$ cat config.mk
export PLATFORM = sky130hd
export DESIGN_NAME = ncl_mult3_sync_bridge
export DESIGN_NICKNAME = d
export VERILOG_FILES = /design/src/rtl/ncl_pkg.sv /design/src/rtl/ncl_sync_vec.sv /design/src/rtl/ncl_mult3_sync_bridge.sv
export SDC_FILE = /design/constraint.sdc
export NUM_CORES = 1
export LEC_CHECK = 0
export ABC_AREA = 1
export CAP_MARGIN = 20
export CORE_UTILIZATION = 31
export DETAILED_ROUTE_END_ITERATION = 10
export DONT_BUFFER_PORTS = 1
export HOLD_SLACK_MARGIN = 0.02
export PLACE_DENSITY_LB_ADDON = 0.12
export SYNTH_ARGS = -nofsm -noshare
export SYNTH_HDL_FRONTEND = slang
export SYNTH_SLANG_ARGS = --single-unit
$ cat constraint.sdc
create_clock -name clk -period 2.4 [get_ports clk]
set_input_delay 0.12 -clock clk [delete_from_list [all_inputs] [get_ports clk]]
set_output_delay 0.12 -clock clk [all_outputs]
set_load 0.05 [all_outputs]
$ cat src/rtl/ncl_pkg.sv
// Dual-rail (NCL) types and helpers shared by the 3x3 multiplier bridge.
// Rail pair {r1,r0}: 10 = DATA1, 01 = DATA0, 00 = NULL, 11 = illegal.
package ncl_pkg;

    localparam int MULT3_W = 3;
    localparam int PROD_W  = 6;

    typedef struct packed {
        logic r1;
        logic r0;
    } dual_rail_logic;

    localparam dual_rail_logic NCL_NULL = '{r1: 1'b0, r0: 1'b0};

    typedef dual_rail_logic [MULT3_W-1:0] dr_op_t;
    typedef dual_rail_logic [PROD_W-1:0]  dr_prod_t;

    typedef enum logic [1:0] {
        ST_INIT,
        ST_IDLE,
        ST_DATA,
        ST_NULLP
    } bridge_state_t;

    function automatic dr_op_t dr_encode(input logic [MULT3_W-1:0] v);
        dr_op_t r;
        for (int i = 0; i < MULT3_W; i++) begin
            r[i].r1 = v[i];
            r[i].r0 = ~v[i];
        end
        return r;
    endfunction

    function automatic logic [PROD_W-1:0] dr_decode(input dr_prod_t d);
        logic [PROD_W-1:0] v;
        for (int i = 0; i < PROD_W; i++) begin
            v[i] = d[i].r1;
        end
        return v;
    endfunction

    function automatic logic dr_is_complete(input dr_prod_t d);
        logic ok;
        ok = 1'b1;
        for (int i = 0; i < PROD_W; i++) begin
            ok = ok & (d[i].r1 ^ d[i].r0);
        end
        return ok;
    endfunction

    function automatic logic dr_is_null(input dr_prod_t d);
        logic ok;
        ok = 1'b1;
        for (int i = 0; i < PROD_W; i++) begin
            ok = ok & (d[i] == NCL_NULL);
        end
        return ok;
    endfunction

    function automatic logic dr_has_illegal(input dr_prod_t d);
        logic bad;
        bad = 1'b0;
        for (int i = 0; i < PROD_W; i++) begin
            bad = bad | (d[i].r1 & d[i].r0);
        end
        return bad;
    endfunction

endpackage

$ cat src/rtl/ncl_sync_vec.sv
// Multi-bit flop synchroniser, reset to zero. Each bit is synchronised
// independently; consumers must tolerate inter-bit skew.
module ncl_sync_vec #(
    parameter int WIDTH       = 1,
    parameter int SYNC_STAGES = 2
) (
    input  logic             i_clk,
    input  logic             i_rst,
    input  logic [WIDTH-1:0] i_d,
    output logic [WIDTH-1:0] o_q
);

    logic [WIDTH-1:0] r_stage [SYNC_STAGES];

    always_ff @(posedge i_clk or posedge i_rst) begin
        if (i_rst) begin
            for (int i = 0; i < SYNC_STAGES; i++) begin
                r_stage[i] <= '0;
            end
        end else begin
            r_stage[0] <= i_d;
            for (int i = 1; i < SYNC_STAGES; i++) begin
                r_stage[i] <= r_stage[i-1];
            end
        end
    end

    assign o_q = r_stage[SYNC_STAGES-1];

endmodule

$ cat src/rtl/ncl_mult3_sync_bridge.sv
// Clocked valid/ready shell around the 3x3 NCL multiplier core: encodes
// operands to dual-rail, runs the Ki/Ko four-phase handshake, buffers the product.
module ncl_mult3_sync_bridge
    import ncl_pkg::*;
#(
    parameter int SYNC_STAGES    = 2,
    parameter int TIMEOUT_CYCLES = 1023
) (
    input  logic               clk,
    input  logic               rst,
    input  logic               in_valid,
    output logic               in_ready,
    input  logic [MULT3_W-1:0] in_a,
    input  logic [MULT3_W-1:0] in_b,
    output logic               out_valid,
    input  logic               out_ready,
    output logic [PROD_W-1:0]  out_p,
    output logic               mul_rst,
    output logic               mul_ki,
    output logic [MULT3_W-1:0] mul_a_r1,
    output logic [MULT3_W-1:0] mul_a_r0,
    output logic [MULT3_W-1:0] mul_b_r1,
    output logic [MULT3_W-1:0] mul_b_r0,
    input  logic [PROD_W-1:0]  mul_p_r1,
    input  logic [PROD_W-1:0]  mul_p_r0,
    input  logic               mul_ko,
    output logic               err_timeout,
    output logic               err_rail
);

    localparam int              WD_W   = $clog2(TIMEOUT_CYCLES + 1);
    localparam logic [WD_W-1:0] WD_MAX = WD_W'(TIMEOUT_CYCLES);

    bridge_state_t      r_state;
    bridge_state_t      w_state_next;
    logic [SYNC_STAGES:0] r_rst_sh;
    dr_op_t             r_a_dr;
    dr_op_t             r_b_dr;
    logic               r_ki;
    logic               r_out_valid;
    logic [PROD_W-1:0]  r_out_p;
    logic               r_data_seen;
    logic               r_null_seen;
    logic               r_ill_seen;
    logic [WD_W-1:0]    r_wd_cnt;
    logic               r_err_timeout;
    logic               r_err_rail;

    logic               w_ko_s;
    logic [2*PROD_W-1:0] w_p_sync;
    dr_prod_t           w_p_dr;
    logic               w_complete;
    logic               w_null;
    logic               w_illegal;
    logic               w_data_cond;
    logic               w_null_cond;
    logic               w_data_ok;
    logic               w_null_ok;
    logic               w_buf_free;
    logic               w_accept;
    logic               w_load;
    logic               w_release;
    logic               w_wd_clr;
    logic               w_wd_arm;

    // Core reset: set with rst, released SYNC_STAGES+1 edges after rst falls
    always_ff @(posedge clk or posedge rst) begin
        if (rst) begin
            r_rst_sh <= '1;
        end else begin
            r_rst_sh <= {r_rst_sh[SYNC_STAGES-1:0], 1'b0};
        end
    end

    assign mul_rst = r_rst_sh[SYNC_STAGES];

    ncl_sync_vec #(
        .WIDTH       (1),
        .SYNC_STAGES (SYNC_STAGES)
    ) u_sync_ko (
        .i_clk (clk),
        .i_rst (rst),
        .i_d   (mul_ko),
        .o_q   (w_ko_s)
    );

    ncl_sync_vec #(
        .WIDTH       (2*PROD_W),
        .SYNC_STAGES (SYNC_STAGES)
    ) u_sync_p (
        .i_clk (clk),
        .i_rst (rst),
        .i_d   ({mul_p_r1, mul_p_r0}),
        .o_q   (w_p_sync)
    );

    always_comb begin
        for (int i = 0; i < PROD_W; i++) begin
            w_p_dr[i].r1 = w_p_sync[PROD_W+i];
            w_p_dr[i].r0 = w_p_sync[i];
        end
    end

    assign w_complete  = dr_is_complete(w_p_dr);
    assign w_null      = dr_is_null(w_p_dr);
    assign w_illegal   = dr_has_illegal(w_p_dr);
    assign w_data_cond = w_complete & ~w_ko_s;
    assign w_null_cond = w_null & w_ko_s;

    // Conditions must hold on two consecutive samples to ride out skew
    // between independently synchronised bits.
    assign w_data_ok  = w_data_cond & r_data_seen;
    assign w_null_ok  = w_null_cond & r_null_seen;
    assign w_buf_free = ~r_out_valid | out_ready;

    always_ff @(posedge clk or posedge rst) begin
        if (rst) begin
            r_state <= ST_INIT;
        end else begin
            r_state <= w_state_next;
        end
    end

    always_comb begin
        w_state_next = r_state;
        case (r_state)
            ST_INIT:  if (!mul_rst && w_ko_s && w_null) w_state_next = ST_IDLE;
            ST_IDLE:  if (in_valid)                     w_state_next = ST_DATA;
            ST_DATA:  if (w_data_ok && w_buf_free)      w_state_next = ST_NULLP;
            ST_NULLP: if (w_null_ok)                    w_state_next = ST_IDLE;
            default:                                    w_state_next = ST_INIT;
        endcase
    end

    always_comb begin
        in_ready  = (r_state == ST_IDLE);
        w_accept  = in_ready & in_valid;
        w_load    = (r_state == ST_DATA) & w_data_ok & w_buf_free;
        w_release = (r_state == ST_NULLP) & w_null_ok;
    end

    // Core-facing rails and Ki change only here, so every transition is a
    // single-edge NULL<->DATA move straight out of flops.
    always_ff @(posedge clk or posedge rst) begin
        if (rst) begin
            r_a_dr      <= {MULT3_W{NCL_NULL}};
            r_b_dr      <= {MULT3_W{NCL_NULL}};
            r_ki        <= 1'b1;
            r_out_valid <= 1'b0;
            r_out_p     <= '0;
        end else begin
            if (w_accept) begin
                r_a_dr <= dr_encode(in_a);
                r_b_dr <= dr_encode(in_b);
            end
            if (w_load) begin
                r_a_dr      <= {MULT3_W{NCL_NULL}};
                r_b_dr      <= {MULT3_W{NCL_NULL}};
                r_ki        <= 1'b0;
                r_out_p     <= dr_decode(w_p_dr);
                r_out_valid <= 1'b1;
            end else if (out_ready) begin
                r_out_valid <= 1'b0;
            end
            if (w_release) begin
                r_ki <= 1'b1;
            end
        end
    end

    always_ff @(posedge clk or posedge rst) begin
        if (rst) begin
            r_data_seen <= 1'b0;
            r_null_seen <= 1'b0;
            r_ill_seen  <= 1'b0;
            r_err_rail  <= 1'b0;
        end else begin
            r_data_seen <= w_data_cond;
            r_null_seen <= w_null_cond;
            r_ill_seen  <= w_illegal;
            if (w_illegal && r_ill_seen) begin
                r_err_rail <= 1'b1;
            end
        end
    end

    // Watchdog covers waits on the core only; a stall caused by a full
    // output buffer is the consumer's doing and keeps the counter cleared.
    assign w_wd_arm = (r_state != ST_IDLE);
    assign w_wd_clr = (w_state_next != r_state) |
                      ((r_state == ST_DATA) & w_data_ok & ~w_buf_free);

    always_ff @(posedge clk or posedge rst) begin
        if (rst) begin
            r_wd_cnt      <= '0;
            r_err_timeout <= 1'b0;
        end else begin
            if (w_wd_clr) begin
                r_wd_cnt <= '0;
            end else if (w_wd_arm && (r_wd_cnt != WD_MAX)) begin
                r_wd_cnt <= r_wd_cnt + 1'b1;
            end
            if (w_wd_arm && (r_wd_cnt == WD_MAX)) begin
                r_err_timeout <= 1'b1;
            end
        end
    end

    always_comb begin
        for (int i = 0; i < MULT3_W; i++) begin
            mul_a_r1[i] = r_a_dr[i].r1;
            mul_a_r0[i] = r_a_dr[i].r0;
            mul_b_r1[i] = r_b_dr[i].r1;
            mul_b_r0[i] = r_b_dr[i].r0;
        end
    end

    assign mul_ki      = r_ki;
    assign out_valid   = r_out_valid;
    assign out_p       = r_out_p;
    assign err_timeout = r_err_timeout;
    assign err_rail    = r_err_rail;

endmodule

After elaboration in Yosys (flattened, before gate mapping). Cells that the tools add are included.

Flip-flop bits (word level): 66. Bits of input ports: 23. Logic and storage cells: 115.

Add/subtract/negate cells: 1. Equal/unequal tests: 7. Multiplexer cells: 15. Bitwise gates (word level): 47. Reduce and logical (&&, ||, !) cells: 18.

Operators by type and width (count): AND 1 bit (25); 2-to-1 mux 6 bit (4); 2-to-1 mux 10 bit (2); logical NOT 2 bit (7); adder 10 x 1 -> 10 bit (second input constant) (1); == test 10 bit (second input constant) (1); != test 10 bit (second input constant) (1); inverter 1 bit (9); 2-to-1 mux 2 bit (4); one-hot mux 2 bit (4 select lines) (1); nonzero test 2 bit (4); OR 1 bit (7); logical AND 1 bit (6); bitwise XOR 1 bit (6); == test 2 bit (second input constant) (2); 2-to-1 mux 1 bit (4); == test 2 x 1 -> 1 bit (second input constant) (1); != test 2 x 1 -> 1 bit (second input constant) (1); != test 2 bit (1); logical NOT 1 bit (1).

Depth between registers and ports, before layout. Gate-level depths: netlist of the first run.

Depth after elaboration: 14. Depth in mapped cells: 11. Mapped depth without buffers: 11.

Modules after synthesis. A second synthesis of the first run with hierarchy kept.

Cells, all modules: 266. Area, all modules: 2736.4 µm².

Modules (own cells, without submodules): ncl_mult3_sync_bridge (instances 1, cells an instance 226, area each 1988.2 µm², sequential area each 1006.0 µm²); ncl_sync_vec (u_sync_p) (instances 1, cells an instance 37, area each 694.4 µm², sequential area each 600.6 µm²); ncl_sync_vec (u_sync_ko) (instances 1, cells an instance 3, area each 53.8 µm², sequential area each 50.0 µm²).

Least setup slack after synthesis of the first run. OpenSTA, ideal clock, no wires.

Kind: reg2reg. From: reg u_sync_p.r_stage, in the netlist u_sync_p.o_q[9]. To: reg r_wd_cnt[9]. Library setup time: 122 ps. Data arrival time: 1400 ps. Required time: 2278 ps. Path slack: 878 ps. Cell stages (with the launch flop): 10. Path buffers: 0. Cell sequence: dfrtp_1 -> inv_1 -> ha_1 -> nand2_1 -> nor2_1 -> nand4_4 -> nand3_1 -> nand3_1 -> nand2_2 -> nor2_1.

Word-level cells in the longest chain between the ends: 12. Elaborated cells between the ends (all ways): 24. Those cells by class: eq/ne: 1; mux: 5; bitwise: 14; reduce/logical: 4.

RTL lines: start, declared (RTL line ncl_sync_vec.sv:13) `logic [WIDTH-1:0] r_stage [SYNC_STAGES];`; start signal, assigned by index (RTL line ncl_sync_vec.sv:23) `r_stage[i] <= r_stage[i-1];`; bitwise XOR 1 bit (RTL line ncl_pkg.sv:46) `ok = ok & (d[i].r1 ^ d[i].r0);`; AND 1 bit (3 in a row) (RTL line ncl_pkg.sv:46); AND 1 bit (RTL line ncl_mult3_sync_bridge.sv:107) `assign w_data_cond = w_complete & ~w_ko_s;`; AND 1 bit (RTL line ncl_mult3_sync_bridge.sv:112) `assign w_data_ok = w_data_cond & r_data_seen;`; logical AND 1 bit (RTL line ncl_mult3_sync_bridge.sv:129) `ST_DATA: if (w_data_ok && w_buf_free) w_state_next = ST_NULLP;`; 2-to-1 mux 2 bit (RTL line ncl_mult3_sync_bridge.sv:129); one-hot mux 2 bit (4 select lines) (RTL line ncl_mult3_sync_bridge.sv:126) `case (r_state)`; != test 2 bit (RTL line ncl_mult3_sync_bridge.sv:190) `assign w_wd_clr = (w_state_next != r_state) |`; OR 1 bit * (RTL line ncl_mult3_sync_bridge.sv:190); 2-to-1 mux 10 bit or nonzero test 2 bit (tied branches); end signal, assigned (RTL line ncl_mult3_sync_bridge.sv:201) `r_wd_cnt <= r_wd_cnt + 1'b1;`; end, declared (RTL line ncl_mult3_sync_bridge.sv:45) `logic [WD_W-1:0] r_wd_cnt;`.

Mark *: on every way between the ends. The rest lies on a longest branch, timed or not. A chain may end at the register's enable or synchronous reset.

Worst setup path in the final report of the first run.
From: reg u_sync_p.r_stage, in the netlist u_sync_p.o_q[9]. To: reg r_wd_cnt[9].

Word-level cells in the longest chain between the ends: 12. Elaborated cells between the ends (all ways): 24. Those cells by class: eq/ne: 1; mux: 5; bitwise: 14; reduce/logical: 4.

RTL lines: bitwise XOR 1 bit * (RTL line ncl_pkg.sv:46); AND 1 bit * (3 in a row) (RTL line ncl_pkg.sv:46); AND 1 bit * (RTL line ncl_mult3_sync_bridge.sv:107); named net w_data_cond (RTL line ncl_mult3_sync_bridge.sv:55) `logic w_data_cond;`; AND 1 bit * (RTL line ncl_mult3_sync_bridge.sv:112); logical AND 1 bit (RTL line ncl_mult3_sync_bridge.sv:129); 2-to-1 mux 2 bit (RTL line ncl_mult3_sync_bridge.sv:129); one-hot mux 2 bit (4 select lines) (RTL line ncl_mult3_sync_bridge.sv:126); != test 2 bit (RTL line ncl_mult3_sync_bridge.sv:190); OR 1 bit * (RTL line ncl_mult3_sync_bridge.sv:190); 2-to-1 mux 10 bit or nonzero test 2 bit (tied branches).

The timed path passes the listed nets; every way through them passes the cells marked *.

==> run summary, run 1 <==
Status = finished clean
Remaining DRCs = 0
WL final = 4.87 mm
Die outline area = 0.00903 mm^2
Period utilization = 71.2%
Post-Syn Area per Cell = 10.5 um^2
Leak = 1.61 nW
Syn Nets = 291
Ys async rst share = 100%
Gate Count Post-Synth = 255
Cells after DPL = 361
Largest net degree at the start of global routing = 28
CTS buffer count = 9
Layout cells sized above 1 = 13.1%
Antenna violations before repair = 0
Yosys reg bits = 66
CTS tree = done
Seq/Total Area, Yosys = 61.8%
Initial Util = 32.3%
Worst-path fanout max = 10
Total GRT Usage = 12.4%
Power Internal = 1.94 mW
Power after layout = 3.05 mW
Combinational share of power = 12.1%
Slew margin rel. = 65.9%
H-tree depth = 3
Vias in the first global route = 1685
Power share of the clock group = 31.0%
Die Y = 95 um
Synth Flop Type = dfrtp_1
First-pass GRT wire length = 8.22 mm
Worst VDD drop = 0.377 mV
Die Wd = 95 um
Synth warn = 0
Ports = 47
1st-pass router iterations = 4
Power per cell area = 958 mW/mm^2
Switching part of the total = 36.5%
ANT cells = 0
Worst-path clk slew = 0.07 ns
Via count = 1644
Hold Path Class = in -> reg
Core area = 0.00830 mm^2
RSZ-0062 raised after global routing = no
Setup Skew = 0.00936 ns
Max-cap violations = 0
Clock Tree Buf Depth = 2
Final hold viol count = 0
Initial drt markers = 80
Fmax achieved = 585 MHz
DP HPWL = 3.41 mm
Setup crit start kind = register
Grt ovf = 0
Post-synth EDFFs = 0
Clk sinks = 66
Final nets = 320
Sequential share of power = 56.9%
Post-layout min period = 1.71 ns
Max-slew violation count = 0
Data arrival, critical path = 1.93 ns
Finished Layout Cells = 394
Post-layout util = 38.4%
Setup-failing EPs final = 0
Req. time, crit path = 2.62 ns
Root Buffer = clkbuf_8
Setup TNS = 0 ns
CP endpoint kind = register
Tightest Pin Transition = 0.512 ns
GPL Wtd Cong = 0.711
Post-route ant nets = 0
Yosys cell types = 31
Rows = 33
Area of the mapped netlist = 0.00268 mm^2
DR vias/cell = 4.17
Psw = 1.11 mW
Routed wire per std cell = 12.4 um
Crit Path Class = reg -> reg
Area Growth Syn to Fin = 18.9%
Count of input and output buffers = 0
Worst-Skew Late Latency = 0.34 ns
## power by group through the flow
stage | combinational, mW | sequential [mW] | clock [mW]
final | 0.369 | 1.74 | 0.946
after global routing | 0.443 | 1.76 | 1.02
after CTS | 0.379 | 1.74 | 0.976
after detailed placement | 0.355 | 1.76 | 0
after global placement | 0.343 | 1.76 | 0
after floorplan | 0.291 | 1.73 | 0
## Yosys cell counts (all sizes together), types with 2 or more instances
cell type	number	area [um^2]
or2	5	31.3
nand3	9	50.1
xor2	3	26.3
nor2	26	121
nand4	3	33.8
buf	2	16.3
nand2	57	231
ha	13	163
inv	42	160
o211ai	6	45.0
dfrtp	62	1550
o21ai	11	55.1
and2	2	12.5
o21bai	2	15.0
xnor2	3	26.3
dfstp	4	105
## worst max-delay path, stage by stage, from the launching register on
cell and delay [ns]:
dfrtp_1 0.35, inv_1 0.05, ha_1 0.27, nand2_1 0.07, nor2_1 0.22, nand2_1 0.08
inv_1 0.08, nand2_1 0.07, nor2_1 0.10, nor2_1 0.06, nand2_2 0.18, nor2_1 0.07
## per-stage QoR
step	hold WS, ns	cell area, um^2	setup slack, ns
floorplan	0.151	2680	0.632
global placement	0.0242	2810	0.723
detailed placement	0.0240	2810	0.686
CTS	0.0211	3190	0.646
global route	0.0317	3190	0.462
finish	0.0417	3190	0.690
## final timing paths
check	from	end	slack, ns	cells after the start
hold reg to reg	u_sync_p.r_stage[22]	u_sync_p.o_q[10]	0.35	0
hold / removal	in_a[0]	mul_a_r1[0]	0.04	3
min in group asynchronous	rst	mul_b_r1[1]	0.23	2
max in group asynchronous	rst	r_rst_sh[0]	1.45	3
setup reg to reg	u_sync_p.o_q[9]	r_wd_cnt[9]	0.69	11
setup / recovery	u_sync_p.o_q[9]	r_wd_cnt[9]	0.69	11
## what timing repair did
item / in CTS / in global routing
gates resized for setup: 0 / 0
setup buffers: 0 / 0
setup endpoints to repair: 0 / 0
endpoints found under the hold margin: 35 / 0
hold buffers: 17 / 0
## layout make-up
cell class / instances / area, um^2
well taps: 105 / 131
fillers: 806 / 5110
repair buffers: 21 / 200
flip-flops and latches: 66 / 1660
inverters: 42 / 160
multi-input cells: 144 / 835
clock inverters: 6 / 66.3
clock buffers: 10 / 138
## placed cells by master (no fill, tap or decap), types with 3 or more instances in the layout
cell type,synthesis,final
buf_4,0,4
clkbuf_8,1,10
clkinvlp_4,0,3
dfrtp_1,62,62
dfstp_2,4,4
dlygate4sd3_1,0,17
ha_1,13,13
inv_1,40,39
nand2_1,54,54
nand3_1,8,8
nor2_1,22,22
nor2_2,3,3
o211ai_1,6,6
o21ai_0,11,11
or2_1,3,3
xnor2_1,3,3
xor2_1,3,3
## metal layers
layer / part of all wire (%) / track usage [%] / vias to the layer above
li1: - / - / 839
met1: 50 / 16.6 / 766
met2: 44 / 17.9 / 28
met3: 3.7 / 3.54 / 11
met4: 2.6 / 6.82 / 0
met5: 0 / 0 / -
## kinds of logic (layout without fill, tap and decap cells)
kind of cell	after synthesis	count (layout)	share of synthesized area, %
other	1	1	0.140
AOI/OAI and AO/OA	20	20	4.57
adders and majority gates	13	13	6.07
and+or+nand+nor	104	104	18.4
xor gates and xnor gates	6	6	1.96
buffers and inverters	45	79	7.09
DFF	66	66	61.8
## registers in the layout, summed over array words and instances, names as in the netlist
name,cells
err_rail,1
err_timeout,1
mul_a_r0,3
mul_a_r1,3
mul_b_r0,3
mul_b_r1,3
mul_ki,1
out_p,6
out_valid,1
r_data_seen,1
r_ill_seen,1
r_null_seen,1
r_rst_sh,3
r_state,2
r_wd_cnt,10
u_sync_ko.o_q,1
u_sync_ko.r_stage,1
u_sync_p.o_q,12
u_sync_p.r_stage,12
(Power assumes the default switching activity.)
==> run 2, diff against run 1 <==
Clock period 2.4 ns to 1.6 ns, I/O delays scaled along.
==> run summary, run 2 (synthesized netlist as in run 1, its figures left out) <==
Status = finished clean (unchanged)
Area Growth Syn to Fin = 34.6% (was 18.9%)
Crit Path Class = reg -> reg (unchanged)
Max-cap violations = 0 (unchanged)
Initial Util = 32.3% (unchanged)
Leak = 1.76 nW (was 1.61 nW)
Worst VDD drop = 0.504 mV (was 0.377 mV)
Core area = 0.00830 mm^2 (unchanged)
GPL Wtd Cong = 0.685 (was 0.711)
CTS buffer count = 9 (unchanged)
Setup-failing EPs final = 0 (unchanged)
CP endpoint kind = register (unchanged)
Power per cell area = 1300 mW/mm^2 (was 958 mW/mm^2)
Req. time, crit path = 1.82 ns (was 2.62 ns)
Count of input and output buffers = 0 (unchanged)
Most numerous cell on the critical path = nor2_4 (was nor2_1)
Placed cell area = 0.00295 mm^2 (was 0.00281 mm^2)
Worst-path fanout max = 5 (was 10)
Die outline area = 0.00903 mm^2 (unchanged)
Grt ovf = 0 (unchanged)
Total GRT Usage = 13.3% (was 12.4%)
Cells after DPL = 377 (was 361)
CP Cell Sequence = inv_2 -> ha_4 -> nand2_2 -> nor2_4 -> nand2_2 -> inv_2 -> nand2_4 -> nor2_4 -> nor2_4 -> nand2_4 -> nor2_1 (was inv_1 -> ha_1 -> nand2_1 -> nor2_1 -> nand2_1 -> inv_1 -> nand2_1 -> nor2_1 -> nor2_1 -> nand2_2 -> nor2_1)
1st-pass router iterations = 4 (unchanged)
Die Y = 95 um (unchanged)
WL final = 5.40 mm (was 4.87 mm)
Vias in the first global route = 1727 (was 1685)
Final hold viol count = 0 (unchanged)
Clk sinks = 66 (unchanged)
Routed wire per std cell = 12.8 um (was 12.4 um)
Via count = 1809 (was 1644)
DR vias/cell = 4.30 (was 4.17)
Data arrival, critical path = 1.77 ns (was 1.93 ns)
Fmax achieved = 648 MHz (was 585 MHz)
Initial drt markers = 73 (was 80)
Root Buffer = clkbuf_8 (unchanged)
Most frequent cells in the layout = 62 x dfrtp_1, 47 x nand2_1, 27 x inv_1 (was 62 x dfrtp_1, 54 x nand2_1, 39 x inv_1)
Setup Skew = 0.0142 ns (was 0.00936 ns)
Final nets = 347 (was 320)
Number of fill cells in the layout = 798 (was 806)
Largest net degree at the start of global routing = 38 (was 28)
Remaining DRCs = 0 (unchanged)
First-pass GRT wire length = 8.70 mm (was 8.22 mm)
Die Wd = 95 um (unchanged)
Critical path's slowest cell = dfrtp_1 (unchanged)
Post-route ant nets = 0 (unchanged)
Max-slew violation count = 0 (unchanged)
Worst Reg-to-Reg Cells = 11 (unchanged)
Commonest non-fill, non-tap cell in the layout = dfrtp_1 (unchanged)
Hold Path Class = in -> async (was in -> reg)
Ports = 47 (unchanged)
Finished Layout Cells = 421 (was 394)
Worst path max stage delay = 0.37 ns (was 0.35 ns)
Worst-Skew Late Latency = 0.35 ns (was 0.34 ns)
DP HPWL = 3.37 mm (was 3.41 mm)
Setup crit start kind = register (unchanged)
CTS tree = done (unchanged)
Layout cells sized above 1 = 31.3% (was 13.1%)
Rows = 33 (unchanged)
Post-layout min period = 1.54 ns (was 1.71 ns)
Worst-path clk slew = 0.08 ns (was 0.07 ns)
Clock Tree Buf Depth = 2 (unchanged)
ANT cells = 0 (unchanged)
FF/Latch Area = 0.00166 mm^2 (unchanged)
H-tree depth = 3 (unchanged)
RSZ-0062 raised after global routing = yes (was no)
Multi-input logic area = 0.00106 mm^2 (was 835 um^2)
Period utilization = 96.5% (was 71.2%)
Antenna violations before repair = 0 (unchanged)
Cell area after layout = 0.00361 mm^2 (was 0.00319 mm^2)
-- run 2: cell count changes in the layout (fill, tap and decap cells not counted), sizes merged --
| cell | before | now |
|---|---|---|
| clkinvlp | 3 | 2 |
| bufinv | 1 | 0 |
| clkbuf | 10 | 11 |
| buf | 4 | 25 |
| dlygate4sd3 | 17 | 21 |
| clkinv | 2 | 3 |
| nand2 | 57 | 59 |
-- run 2: worst paths after layout --
path                                            from  slack (ns)              end
worst max-delay path                 u_sync_p.o_q[5]        0.06      r_wd_cnt[8]
worst min-delay path                             rst        0.18      mul_b_r0[1]
worst max register to register       u_sync_p.o_q[5]        0.06      r_wd_cnt[8]
worst min register to register  u_sync_p.r_stage[21]        0.35  u_sync_p.o_q[9]
max in group asynchronous                        rst        0.89           mul_ki
min in group clk                            in_valid        0.24      mul_a_r0[0]
-- run 2: repair_timing --
item | in CTS | in global routing
pin swaps | 9 | 13
endpoints found under the setup margin | 24 | 29
resized for setup | 6 | 50
hold endpoints to repair | 88 | 0
setup buffers | 2 | 3
hold buffers | 21 | 0
cloned | 1 | 1
-- run 2: routing by layer --
layer  track usage [%]  routed length, um  vias to the layer above
met1              17.4               2490                      873
met2              19.4               2630                       33
met4              6.44                 74                        0
met3              4.75                202                        6
met5                 0                  0                        -
li1                  -                  -                      897
-- run 2: power by group --
part           internal, mW  switching [mW]  total, mW  leakage [nW]
Sequential             1.91           0.470       2.38         0.803
Combinational         0.405           0.634       1.04         0.868
Clock                 0.613           0.658       1.27        0.0899
Total                  2.92            1.76       4.69          1.76
-- run 2: worst max-delay path, delay by kind of cell (launching register included) --
family	cells	cell delay (ns)
DFF	1	0.37
and+or+nand+nor	8	0.65
adders and majority gates	1	0.27
buffers and inverters	2	0.13
-- run 2: layout make-up --
type,count,share of cell area (%)
clock buffer,11,3.92
clock inverter,5,1.07
inverter,42,4.54
multi-input combinational,146,29.4
sequential,66,45.9
tap,105,3.64
timing repair buffer,46,11.5
-- run 2: per-stage QoR --
step / setup TNS, ns / hold slack, ns / total power [mW] / worst slack (ns) / util [%]
3_3_place_gp: -0.951 / -0.0662 / 3.27 / -0.0791 / 35.5
5_1_grt: -0.161 / 0.194 / 4.99 / -0.0352 / 43.5
4_1_cts: -0.312 / 0.170 / 4.66 / -0.0361 / 40.7
2_1_floorplan: 0 / 0.111 / 3.03 / 0.0776 / -
6_report: 0 / 0.178 / 4.69 / 0.0561 / 43.5
3_5_place_dp: -1.33 / -0.0637 / 3.28 / -0.116 / 35.5
